===== src/rtl/ofifo_drain_ctrl.sv =====
// ofifo_drain_ctrl
//
// Drains one tile's worth of output vectors from the corelet OFIFO into the
// partial-sum memory. For each vector it pops the OFIFO and then writes to
// PMEM. On a first pass the popped data is written directly. On later passes
// the stored partial sum is read back, added lane-wise to the popped data,
// and the sum is written to the same address. On a last pass, negative lanes
// are clamped to zero before the write.
//
// Optional feature macro: DRAIN_SAT_EN
//   When defined, accumulation adds saturate to the signed lane range.
//   When undefined, accumulation adds wrap modulo 2^psum_bw.
//   First-pass writes are unaffected either way.
//
// Ports:
//   i_clk, i_reset    clock; asynchronous active-high reset
//   i_start           begin one drain (sampled only while idle)
//   i_first_pass      write OFIFO data directly (latched at start)
//   i_last_pass       apply ReLU to written data (latched at start)
//   i_base_addr       PMEM address of vector 0 (latched at start)
//   i_ofifo_valid     OFIFO head is valid (first-word fall-through)
//   i_ofifo_out       OFIFO head vector, lane k at [k*psum_bw +: psum_bw]
//   o_ofifo_rd        pop the OFIFO head on this edge
//   o_pmem_rd/wr      PMEM read / write strobes
//   o_pmem_addr       PMEM address (always the current vector address)
//   o_pmem_din        PMEM write data
//   i_pmem_dout       PMEM read data, valid one cycle after o_pmem_rd
//   o_busy            high whenever not idle
//   o_done            one-cycle pulse at the end of a drain
module ofifo_drain_ctrl #(
  parameter int col     = 8,
  parameter int psum_bw = 16,
  parameter int num_out = 8,
  parameter int addr_w  = 11
) (
  input  logic                   i_clk,
  input  logic                   i_reset,
  input  logic                   i_start,
  input  logic                   i_first_pass,
  input  logic                   i_last_pass,
  input  logic [addr_w-1:0]      i_base_addr,
  input  logic                   i_ofifo_valid,
  input  logic [col*psum_bw-1:0] i_ofifo_out,
  output logic                   o_ofifo_rd,
  output logic                   o_pmem_rd,
  output logic                   o_pmem_wr,
  output logic [addr_w-1:0]      o_pmem_addr,
  output logic [col*psum_bw-1:0] o_pmem_din,
  input  logic [col*psum_bw-1:0] i_pmem_dout,
  output logic                   o_busy,
  output logic                   o_done
);

  localparam int VEC_W = col * psum_bw;
  localparam int CNT_W = (num_out > 1) ? $clog2(num_out) : 1;
  localparam logic [CNT_W-1:0] LAST_CNT = CNT_W'(num_out - 1);

  typedef enum logic [2:0] {
    S_IDLE,
    S_POP,
    S_RD,
    S_ACC,
    S_WR,
    S_DONE
  } state_t;

  state_t              r_state;
  state_t              w_next;
  logic                r_first;
  logic                r_last;
  logic [addr_w-1:0]   r_addr;
  logic [CNT_W-1:0]    r_cnt;
  logic [VEC_W-1:0]    r_vec;
  logic [VEC_W-1:0]    r_sum;
  logic [VEC_W-1:0]    w_accSum;
  logic [VEC_W-1:0]    w_wrData;

  always_ff @(posedge i_clk or posedge i_reset) begin
    if (i_reset) begin
      r_state <= S_IDLE;
    end else begin
      r_state <= w_next;
    end
  end

  // Strobes are pure state decodes so reset drops them in the same cycle.
  always_comb begin
    w_next     = r_state;
    o_ofifo_rd = 1'b0;
    o_pmem_rd  = 1'b0;
    o_pmem_wr  = 1'b0;
    o_done     = 1'b0;
    case (r_state)
      S_IDLE: begin
        if (i_start) w_next = S_POP;
      end
      S_POP: begin
        o_ofifo_rd = i_ofifo_valid;
        if (i_ofifo_valid) w_next = r_first ? S_WR : S_RD;
      end
      S_RD: begin
        o_pmem_rd = 1'b1;
        w_next    = S_ACC;
      end
      S_ACC: begin
        w_next = S_WR;
      end
      S_WR: begin
        o_pmem_wr = 1'b1;
        w_next    = (r_cnt == LAST_CNT) ? S_DONE : S_POP;
      end
      S_DONE: begin
        o_done = 1'b1;
        w_next = S_IDLE;
      end
      default: begin
        w_next = S_IDLE;
      end
    endcase
  end

  always_ff @(posedge i_clk or posedge i_reset) begin
    if (i_reset) begin
      r_first <= 1'b0;
      r_last  <= 1'b0;
      r_addr  <= '0;
      r_cnt   <= '0;
      r_vec   <= '0;
      r_sum   <= '0;
    end else begin
      case (r_state)
        S_IDLE: begin
          if (i_start) begin
            r_first <= i_first_pass;
            r_last  <= i_last_pass;
            r_addr  <= i_base_addr;
            r_cnt   <= '0;
          end
        end
        S_POP: begin
          if (i_ofifo_valid) r_vec <= i_ofifo_out;
        end
        // pmem_dout is the data for the read issued in S_RD.
        S_ACC: begin
          r_sum <= w_accSum;
        end
        // Address wraps naturally at the top of PMEM.
        S_WR: begin
          r_addr <= r_addr + addr_w'(1);
          r_cnt  <= r_cnt + CNT_W'(1);
        end
        default: begin
        end
      endcase
    end
  end

  localparam logic signed [psum_bw-1:0] LANE_MAX = {1'b0, {(psum_bw-1){1'b1}}};
  localparam logic signed [psum_bw-1:0] LANE_MIN = {1'b1, {(psum_bw-1){1'b0}}};

  for (genvar k = 0; k < col; k++) begin : g_lane
    logic signed [psum_bw-1:0] w_a;
    logic signed [psum_bw-1:0] w_b;
    logic signed [psum_bw-1:0] w_laneSum;
    logic signed [psum_bw-1:0] w_src;

    assign w_a = r_vec[k*psum_bw +: psum_bw];
    assign w_b = i_pmem_dout[k*psum_bw +: psum_bw];

`ifdef DRAIN_SAT_EN
    // One guard bit: overflow when the top two bits of the sum disagree.
    logic signed [psum_bw:0] w_full;
    assign w_full    = {w_a[psum_bw-1], w_a} + {w_b[psum_bw-1], w_b};
    assign w_laneSum = (w_full[psum_bw] != w_full[psum_bw-1])
                     ? (w_full[psum_bw] ? LANE_MIN : LANE_MAX)
                     : w_full[psum_bw-1:0];
`else
    assign w_laneSum = w_a + w_b;
`endif

    assign w_accSum[k*psum_bw +: psum_bw] = w_laneSum;

    // ReLU comes after saturation, on whichever source is being written.
    assign w_src = r_first ? r_vec[k*psum_bw +: psum_bw] : r_sum[k*psum_bw +: psum_bw];
    assign w_wrData[k*psum_bw +: psum_bw] = (r_last && w_src[psum_bw-1]) ? '0 : w_src;
  end

  assign o_pmem_addr = r_addr;
  assign o_pmem_din  = w_wrData;
  assign o_busy      = (r_state != S_IDLE);

endmodule


===== config.mk =====
export PLATFORM = sky130hd
export DESIGN_NAME = ofifo_drain_ctrl
export DESIGN_NICKNAME = d
export VERILOG_FILES = /design/src/rtl/ofifo_drain_ctrl.sv
export SDC_FILE = /design/constraint.sdc
export NUM_CORES = 1
export LEC_CHECK = 0
export ABC_AREA = 1
export BUFFER_PORTS_ARGS = -buffer_cell sky130_fd_sc_hd__buf_2
export CORE_AREA = 2 2 216 218
export DETAILED_ROUTE_END_ITERATION = 12
export DIE_AREA = 0 0 218 220
export GPL_TIMING_DRIVEN = 0
export PLACE_DENSITY = 0.67
export SYNTH_ARGS = -nofsm -noshare
export SYNTH_HDL_FRONTEND = slang
export SYNTH_SLANG_ARGS = --single-unit

===== constraint.sdc =====
create_clock -name i_clk -period 15.7 [get_ports i_clk]
set_input_delay 3.14 -clock i_clk [delete_from_list [all_inputs] [get_ports i_clk]]
set_output_delay 3.14 -clock i_clk [all_outputs]
set_load 0.02 [all_outputs]

======== Word level (Yosys, flattened, before mapping) ========
Cells that the tools add are included.
storage, ports and cells
  bits in registers ....................... 275
  input port bits ......................... 273
  output and inout bits ................... 144
  logic and storage cells ................. 69
operators by class
  add/sub/neg operators ................... 10
  equal/unequal tests ..................... 8
  multiplexer cells ....................... 29
  reduce and logical (&&, ||, !) cells .... 15
operators with widths
  operator                 count
  $mux W16                 16
  $add A16 B16 Y16         8
  $pmux W11 S2             1
  $mux W3                  5
  $pmux W3 S5              1
  $add A11 B1 Y11 const B  1
  $mux W11                 1
  $eq A3 B3 Y1 const B     3
  $logic_and A1 B1 Y1      8
  $reduce_and A2 Y1        4
  $eq A3 B2 Y1 const B     2
  $pmux W3 S2              1
  $mux W1                  4
  $ne A2 B2 Y1 const B     2
  $add A3 B1 Y3 const B    1
  $eq A3 B1 Y1 const B     1
  $logic_not A3 Y1         1
  $reduce_bool A3 Y1       1
  $reduce_bool A2 Y1       1

======== Longest topological paths before layout ========
Gate-level depths: netlist of run 1.
  word-level depth ........................ 3
  depth in mapped cells ................... 11
  depth with buffers taken out ............ 11

======== Worst setup path before layout of run 1 ========
Ideal clock, no wire load.
  path kind ............................... input to output
  start point ............................. input port i_ofifo_valid
  end point ............................... output port o_ofifo_rd
  arrival time ............................ 3643 ps
  data required time ...................... 12560 ps
  setup slack ............................. 8917 ps
  cell stages on the path ................. 4
  buffers on the path ..................... 2
  path through ............................ nand3_1 buf_4 clkinv_2 buf_2
on the way
  word-level cells in the longest chain between the ends .. 1
ends and longest elaborated chain
  item         line  text
  from (decl)  42    input logic i_ofifo_valid,
  $mux W1      93    case (r_state)
  to (decl)    44    output logic o_ofifo_rd,
Every way passes these cells.

======== Worst setup path after layout of run 1 ========
Ends and elaborated chain as after synthesis.

==> results of run 1 <==
state kept, by name (all words and copies together) (netlist names):
register / cells
o_pmem_addr: 11
r_first: 1
r_cnt: 3
r_sum: 128
r_vec: 128
r_last: 1
r_state: 3
logic make-up after synthesis:
kind of cell,count (synthesis),synth area share [%]
adders and majority gates,131,8.34
AOI/OAI and AO/OA,167,4.35
xor gates and xnor gates,47,2.02
buffers and inverters,584,11.6
and+or+nand+nor,2044,39.9
DFF,275,33.8
power by group through the flow:
stage,Sequential [uW],Combinational [uW],Clock [uW]
after global placement,1310,3290,0
after detailed placement,1320,3330,0
after floorplan,1250,2360,0
after global routing,1360,3780,852
after CTS,1310,3340,823
final,1320,3340,806
through the flow:
step / cell area [sq um] / power, uW
after floorplan: 20400 / 3610
after global placement: 23200 / 4610
after detailed placement: 23300 / 4640
after CTS: 24400 / 5470
after global routing: 24400 / 5990
final: 24400 / 5460
final timing paths:
kind	start	endpoint	slack [ns]	cells after the start
setup / recovery	i_ofifo_valid	o_ofifo_rd	8.31	6
min in group asynchronous	i_reset	r_vec[73]	2.71	2
hold reg to reg	r_sum[1]	r_sum[1]	0.47	2
hold / removal	r_sum[1]	r_sum[1]	0.47	2
setup reg to reg	r_first	r_state[1]	13.65	5
max in group asynchronous	i_reset	r_vec[119]	12.02	3
area by class of cell:
cell class / instances / share of cell area (%)
buffer: 96 / 2.18
clock inverter: 8 / 0.266
multi-input combinational: 2389 / 45.6
timing repair buffer: 418 / 8.75
clock buffer: 52 / 4.31
antenna: 8 / 0.0820
sequential: 275 / 28.2
tap: 607 / 3.11
inverter: 488 / 7.54
synthesized netlist by cell type, types with 10 or more instances:
master	n	area, sq um
a21oi_1	52	260
a31oi_1	14	87.6
buf_2	39	195
buf_4	13	97.6
buf_6	10	113
clkbuf_1	34	128
dfrtp_1	275	6880
ha_1	123	1540
inv_1	474	1780
inv_2	13	48.8
nand2_1	1670	6270
nand3_1	155	776
nand3b_1	25	188
nand4_1	11	68.8
nor2_1	115	432
nor3_1	28	140
o21ai_0	80	400
or2_2	17	106
xnor2_1	34	298
xor2_1	13	114
critical path: stages:
cell and delay (ns):
buf_2 0.12, nand3_1 0.08, buf_4 0.24, clkinv_2 0.23, buf_2 0.25, buf_2 0.18
layout by cell type, fill, tap and decap left out, types with 10 or more instances in the layout:
master     instances
inv_2             13
buf_6             10
clkbuf_16         37
xor2_1            13
xnor2_1           34
nand3_1          155
buf_2            455
nand4_1           11
o21ai_0           80
a21oi_1           52
buf_4             13
nor2_1           115
nand3b_1          25
or2_2             17
nand2_1         1670
a31oi_1           14
nor3_1            28
inv_1            473
dfrtp_1          275
ha_1             123
clkbuf_1          42
metal layers:
layer / vias up / share of wire (%) / global-route usage, %
met5: - / 0.039 / 0
met4: 4 / 3.2 / 11.2
met3: 108 / 6.1 / 3.41
met2: 669 / 45 / 45.4
met1: 9420 / 46 / 39.9
li1: 10700 / - / -
==> results.txt, run 1 <==
Netlist cell types: 36
vias per cell: 4.82
sw frac: 51.3%
Layout area overhead: 19.8%
grt ovf: 0
Power Density: 224 nW/um^2
post-CTS setup buffers: 0
largest net degree at the start of global routing: 98
Clock Power Share: 14.8%
global-route wire length before repair: 105000 microns
main flop type after synthesis: dfrtp_1
Peak VDD IR: 0.000130 V
classification of the worst setup path: primary input to output pin
Post-Synthesis Cell Area: 20400 sq um
Post-Route Setup TNS: 0 ns
achievable clock frequency: 135 MHz
post-CTS resize count: 0
final setup vio count: 0
nets: 4107
drt drc: 0
final-report max-slew violation count: 0
final worst path period need: 7.39 ns
FILL cells: 4872
dpl cells: 4273
Yosys warning total: 0
router iterations before antenna repair: 5
Clock Tree Buf Depth: 3
GRT Overall Usage: 28.6%
Core Region: 45900 sq um
Initial Utilization: 44.4%
synthesized instance count: 3248
Final Hold Vio Count: 0
Crit path arrival time: 4.25 ns
chip height: 220 microns
Slew HR: 33.7%
I/O Pins: 417
worst hold slack: 0.473 ns
fin crit share: 47.1%
Worst setup EP type: output pin
footprint of the multi-input gates: 11100 sq um
post-route setup slack: 8.31 ns
Worst Tran Pin Value: 0.994 ns
syn_nets: 3652
CP Max Fanout: 10
hold buffer count at cts: 0
die area: 48000 sq um
Clock Sinks: 275
total vias in the final route: 20900
Die Width: 218 microns
Post-Route Skew: 0.0289 ns
sequential share of power: 24.1%
number of synthesized flops with an enable pin: 0
Seq cells post-synth: 275
CTS buffer count: 35
worst skew pair latency: 0.55 ns
Post-DP HPWL: 52800 microns
Pleak: 0.0153 uW
total of max-cap violations: 0
mean routed wirelength per cell: 15.8 microns
P_int: 2660 uW
GP Congestion: 0.940
row cnt: 79
ys async rst share: 100%
hold crit path type: flip-flop to flip-flop
fin util: 53.2%
Sw Pwr: 2800 uW
port bufs: 416
Clock Tree Root: clkbuf_16
combinational power share: 61.1%
clock transition at the registers of the reported paths: 0.06 ns
syn_area_per_cell: 6.27 sq um
CTS tree: yes
initial antenna violation count: 9
DRT Wirelength: 68800 microns
post-route ant nets: 0
status: completed
layout cell share with drive strength beyond 1: 15.4%
Storage cell area: 6880 sq um
CP startpoint kind: primary input
Layout Cells excl Fill: 4341
Crit path required time: 12.56 ns
DR iter-0 viols: 1372
vias in the first global route: 19500
RSZ-0062 raised after global routing: false
sequential-to-total area share from yosys stat: 33.8%
Post-Place Worst Slack: 8.30 ns
CTS H-tree lvls: 2
(Power assumes the default switching activity.)
==> run 2: changes to the inputs <==
- PLACE_DENSITY: 0.67 -> 0.7
- clock period: 15.7 -> 6.6 ns (I/O delays scaled with it)
==> run 2 against run 1 <==
  * Sequential share of layout area decreased by 0.14 points
  * Global-route usage decreased by 0.14 points
  * Power increased by 140%
  * Register-to-register slack got worse by 9.2 ns
  * Combinational power increased by 140%
  * Critical endpoint is now o_pmem_din[56]
  * Critical path type is now flip-flop to output pin
  * Die area unchanged
  * Final cell count increased by 0.25%
==> results.txt, run 2 (synthesis gave the netlist of run 1 again) <==
CTS buffer count: 36 (+2.9%)
GRT Overall Usage: 28.5% (-0.14 points)
post-route ant nets: 0 (unchanged)
Post-Route Setup TNS: 0 ns (unchanged)
total vias in the final route: 21100 (+0.63%)
Placement Cell Area: 23400 sq um (+0.35%)
Pleak: 0.0153 uW (+0.30%)
clock transition at the registers of the reported paths: 0.05 ns (about the same)
min-delay src: r_sum[25]
Clock Tree Buf Depth: 3 (unchanged)
drt drc: 0 (unchanged)
hold buffer count at cts: 0 (unchanged)
Crit path arrival time: 3.00 ns (-1.25 ns)
Design Area, Final: 24500 sq um (+0.51%)
Clock Tree Root: clkbuf_16
row cnt: 79 (unchanged)
post-CTS setup buffers: 0 (unchanged)
Die Width: 218 microns (unchanged)
Worst setup EP type: output pin
final setup vio count: 0 (unchanged)
most common cell after layout, fill and taps aside: nand2_1
fin crit share: 65.5%
worst hold slack: 0.477 ns (+0.00409 ns)
P_int: 6370 uW (+140%)
Post-Route Skew: 0.0150 ns (-0.0139 ns)
CP Launch Point: r_first
CTS tree: yes
final-report max-slew violation count: 0 (unchanged)
post-route setup slack: 2.28 ns (-6.03 ns)
chip height: 220 microns (unchanged)
sw frac: 51.1% (-0.12 points)
Peak VDD IR: 0.000321 V (+150%)
Crit path required time: 5.28 ns (-7.28 ns)
RSZ-0062 raised after global routing: false
vias per cell: 4.84 (+0.37%)
total of max-cap violations: 0 (unchanged)
Initial Utilization: 44.4% (unchanged)
classification of the worst setup path: flip-flop to output pin
Clock Power Share: 15.0% (+0.2 points)
hold crit path type: flip-flop to flip-flop
Layout area overhead: 20.4%
global-route wire length before repair: 106000 microns (+0.13%)
grt ovf: 0 (unchanged)
sequential share of power: 24.0% (about the same)
commonest non-fill, non-tap cells in the layout: nand2_1, inv_1, buf_2, dfrtp_1, nand3_1
GP Congestion: 0.927 (-1.4%)
Post-Place Worst Slack: 2.80 ns (-5.51 ns)
Slew HR: 38.7% (+5.0 points)
achievable clock frequency: 231 MHz
worst skew pair latency: 0.55 ns (about the same)
CP Max Fanout: 10 (unchanged)
combinational power share: 61.0% (about the same)
CP startpoint kind: flip-flop
die area: 48000 sq um (unchanged)
router iterations before antenna repair: 5 (unchanged)
largest net degree at the start of global routing: 40 (-59%)
Sw Pwr: 6670 uW (+140%)
Worst Tran Pin Value: 0.920 ns (-0.0744 ns)
port bufs: 416 (unchanged)
Power Density: 531 nW/um^2 (+140%)
r2r startpoint: r_first
initial antenna violation count: 15 (+6)
Clock Sinks: 275 (unchanged)
vias in the first global route: 19600 (+0.52%)
Final Hold Vio Count: 0 (unchanged)
layout cell share with drive strength beyond 1: 15.5% (+0.10 points)
fin util: 53.5% (+0.27 points)
status: completed
Post-DP HPWL: 53200 microns (+0.75%)
mean routed wirelength per cell: 15.8 microns (about the same)
DRT Wirelength: 68900 microns (+0.17%)
FILL cells: 4803 (-1.4%)
CTS H-tree lvls: 2 (unchanged)
nets: 4113 (+0.15%)
final worst path period need: 4.32 ns
DR iter-0 viols: 1435 (+4.6%)
post-CTS resize count: 0 (unchanged)
I/O Pins: 417 (unchanged)
Core Region: 45900 sq um (unchanged)
run 2: cell types whose count changed in the layout (fill, tap and decap cells not counted):
cell,delta
buf_12,+7
diode_2,+3
inv_8,-1
buf_16,-2
clkinv_2,-4
clkbuf_8,+2
clkbuf_1,+3
clkinvlp_4,+1
inv_6,+2
run 2: final cells by class:
type	count	area [sq um]	area share [%]
Antenna cell	11	27.5	0.112
Buffer	96	533	2.17
Clock buffer	57	1090	4.45
Clock inverter	6	62.6	0.255
Inverter	488	1840	7.48
Multi-Input combinational cell	2389	11100	45.3
Sequential cell	275	6880	28.0
Tap cell	607	759	3.09
Timing Repair Buffer	423	2220	9.05
run 2: critical path, stage by stage (launching register included):
cell and delay, ns:
dfrtp_1 0.56, inv_2 0.37, buf_2 0.41, clkbuf_1 0.51, nand2_1 0.10, nand2_1 0.08, nand2_1 0.15, inv_1 0.10
buf_2 0.16
run 2: stage by stage:
stage | total power [uW] | std cells
finish | 13000 | 4352
global route | 14200 | 4347
CTS | 13000 | 4341
detailed placement | 11000 | 4278
global placement | 10900 | 4271
floorplan | 8600 | 3248
run 2: worst paths after layout:
path | end | slack [ns] | depth (start not counted)
max in group asynchronous | o_pmem_addr[1] | 4.53 | 5
max reg2reg | r_first | 4.42 | 4
max | o_pmem_din[56] | 2.28 | 8
min | r_sum[25] | 0.48 | 2
min reg2reg | r_sum[25] | 0.48 | 2
min in group asynchronous | r_vec[73] | 0.89 | 2
run 2: power groups by stage:
stage	sequential, uW	clock, uW	combinational (uW)
3_3_place_gp	3120	0	7810
2_1_floorplan	2980	0	5610
5_1_grt	3220	2060	8960
3_5_place_dp	3120	0	7900
4_1_cts	3100	1990	7940
6_report	3130	1960	7960
run 2: routing by layer:
metal | global-route usage [%] | vias to the layer above | part of all wire [%]
li1 | - | 10800 | -
met1 | 38.6 | 9513 | 46
met2 | 45.3 | 645 | 45
met3 | 4.84 | 131 | 6.3
met4 | 11.1 | 12 | 3.4
met5 | 0 | - | 0.094
==> run 3: changes to the inputs <==
- PLACE_DENSITY: 0.7 -> 0.67
- clock period: 6.6 -> 4.2 ns (I/O delays scaled with it)
==> run 3 against run 2 <==
  * Clock-buffer cell count shrank 9
  * First-iteration DRC count shrank 5.9%
  * Non-clock buffer count is the same
  * Critical path type unchanged
  * Critical endpoint is now o_pmem_din[67]
  * Largest cell class unchanged
==> results.txt, run 3 (synthesis gave the netlist of run 1 again) <==
status: completed
Post-Route Skew: 0.0162 ns (+0.00123 ns)
Initial Utilization: 44.4% (unchanged)
chip height: 220 microns (unchanged)
RSZ-0062 raised after global routing: false
clock transition at the registers of the reported paths: 0.06 ns (about the same)
CTS buffer count: 37 (+2.8%)
most common cell after layout, fill and taps aside: nand2_1
row cnt: 79 (unchanged)
Placement Cell Area: 23400 sq um (unchanged)
largest net degree at the start of global routing: 42 (+5.0%)
hold crit path type: primary input to async pin
achievable clock frequency: 267 MHz
fin crit share: 89.1%
commonest non-fill, non-tap cells in the layout: nand2_1, inv_1, buf_2, dfrtp_1, nand3_1
post-CTS setup buffers: 0 (unchanged)
CP Max Fanout: 11 (+1)
Clock Tree Buf Depth: 3 (unchanged)
FILL cells: 4870 (+1.4%)
Power Density: 833 nW/um^2 (+57%)
vias in the first global route: 19800 (+0.83%)
layout cell share with drive strength beyond 1: 15.6% (+0.085 points)
DR iter-0 viols: 1351 (-5.9%)
initial antenna violation count: 15 (unchanged)
Die Width: 218 microns (unchanged)
I/O Pins: 417 (unchanged)
nets: 4114 (+0.024%)
total vias in the final route: 21000 (-0.48%)
grt ovf: 0 (unchanged)
Worst Tran Pin Value: 1.02 ns (+0.0972 ns)
DRT Wirelength: 69300 microns (+0.51%)
Slew HR: 32.2% (-6.5 points)
Layout area overhead: 20.2%
Crit path required time: 3.36 ns (-1.92 ns)
Clock Tree Root: clkbuf_16
Clock Sinks: 275 (unchanged)
port bufs: 416 (unchanged)
post-CTS resize count: 0 (unchanged)
post-route ant nets: 0 (unchanged)
GP Congestion: 0.933 (+0.59%)
CTS H-tree lvls: 2 (unchanged)
Layout Cells excl Fill: 4352 (unchanged)
global-route wire length before repair: 107000 microns (+1.2%)
dpl cells: 4278 (unchanged)
mean routed wirelength per cell: 15.9 microns (+0.51%)
hold buffer count at cts: 0 (unchanged)
GRT Overall Usage: 28.8% (+0.31 points)
final-report max-slew violation count: 0 (unchanged)
Worst setup EP type: output pin
CP startpoint kind: flip-flop
worst skew pair latency: 0.55 ns (about the same)
Crit path arrival time: 2.90 ns (-0.10 ns)
drt drc: 0 (unchanged)
CTS tree: yes
die area: 48000 sq um (unchanged)
Design Area, Final: 24500 sq um (-0.18%)
total of max-cap violations: 0 (unchanged)
Peak VDD IR: 0.000504 V (+57%)
Pleak: 0.0153 uW (about the same)
classification of the worst setup path: flip-flop to output pin
final setup vio count: 0 (unchanged)
Core Region: 45900 sq um (unchanged)
Post-DP HPWL: 53000 microns (-0.36%)
final worst path period need: 3.74 ns
router iterations before antenna repair: 7 (+2)
Final Hold Vio Count: 0 (unchanged)
vias per cell: 4.82 (-0.48%)
==> run 3: changes by cell type in the layout (fill, tap and decap cells not counted), sizes merged <==
cell	change
inv	-2
diode	+1
clkinv	+10
clkbuf	-9
==> run 3: stage by stage <==
| step | setup TNS (ns) | worst slack, ns | utilization [%] | power, uW | hold slack [ns] |
|---|---|---|---|---|---|
| final | 0 | 0.458 | 53.4 | 20400 | 0.371 |
| after global routing | 0 | 0.270 | 53.4 | 22400 | 0.410 |
| after CTS | 0 | 0.435 | 53.4 | 20500 | 0.363 |
| after detailed placement | 0 | 1.05 | 50.9 | 17300 | 0.466 |
| after global placement | -623.72 | -2.32 | 50.6 | 17200 | 0.458 |
| after floorplan | -76.28 | -0.277 | - | 13500 | 0.442 |
==> run 3: final cells by class <==
| type | count | area (sq um) | area share, % |
|---|---|---|---|
| diodes | 12 | 30.0 | 0.123 |
| plain buffers | 96 | 533 | 2.18 |
| clock buffers | 48 | 1010 | 4.11 |
| clock inverters | 14 | 98.8 | 0.403 |
| inverters | 488 | 1840 | 7.50 |
| multi-input cells | 2389 | 11100 | 45.4 |
| flip-flops and latches | 275 | 6880 | 28.1 |
| well taps | 607 | 759 | 3.10 |
| repair buffers | 423 | 2220 | 9.07 |
==> run 3: final timing paths <==
path | from | to | slack, ns | cells past startpoint
setup / recovery | r_first | o_pmem_din[67] | 0.46 | 8
hold / removal | i_reset | r_vec[74] | 0.37 | 2
setup reg to reg | r_first | r_first | 2.09 | 4
hold reg to reg | r_sum[45] | r_sum[45] | 0.48 | 2
max in group asynchronous | i_reset | o_pmem_addr[6] | 2.68 | 5
min in group i_clk | i_ofifo_out[125] | r_vec[125] | 0.48 | 3
==> run 3: worst max-delay path, cell delays in order (launching register included) <==
cell and delay, ns:
dfrtp_1 0.52, inv_2 0.33, buf_2 0.41, clkbuf_1 0.54
nand2_1 0.11, nand2_1 0.09, nand2_1 0.05, inv_1 0.11
buf_2 0.18
==> run 3: routing by layer <==
metal	GRT usage (%)	share of wire (%)
met4	11.4	3.5
met2	46.1	45
met1	39.0	46
met5	0	0.088
met3	4.65	5.9
==> run 3: power by group <==
part           total (uW)  switching [uW]  internal [uW]
sequential           4910             979           3940
clock                3000            1260           1740
combinational       12500            8260           4240
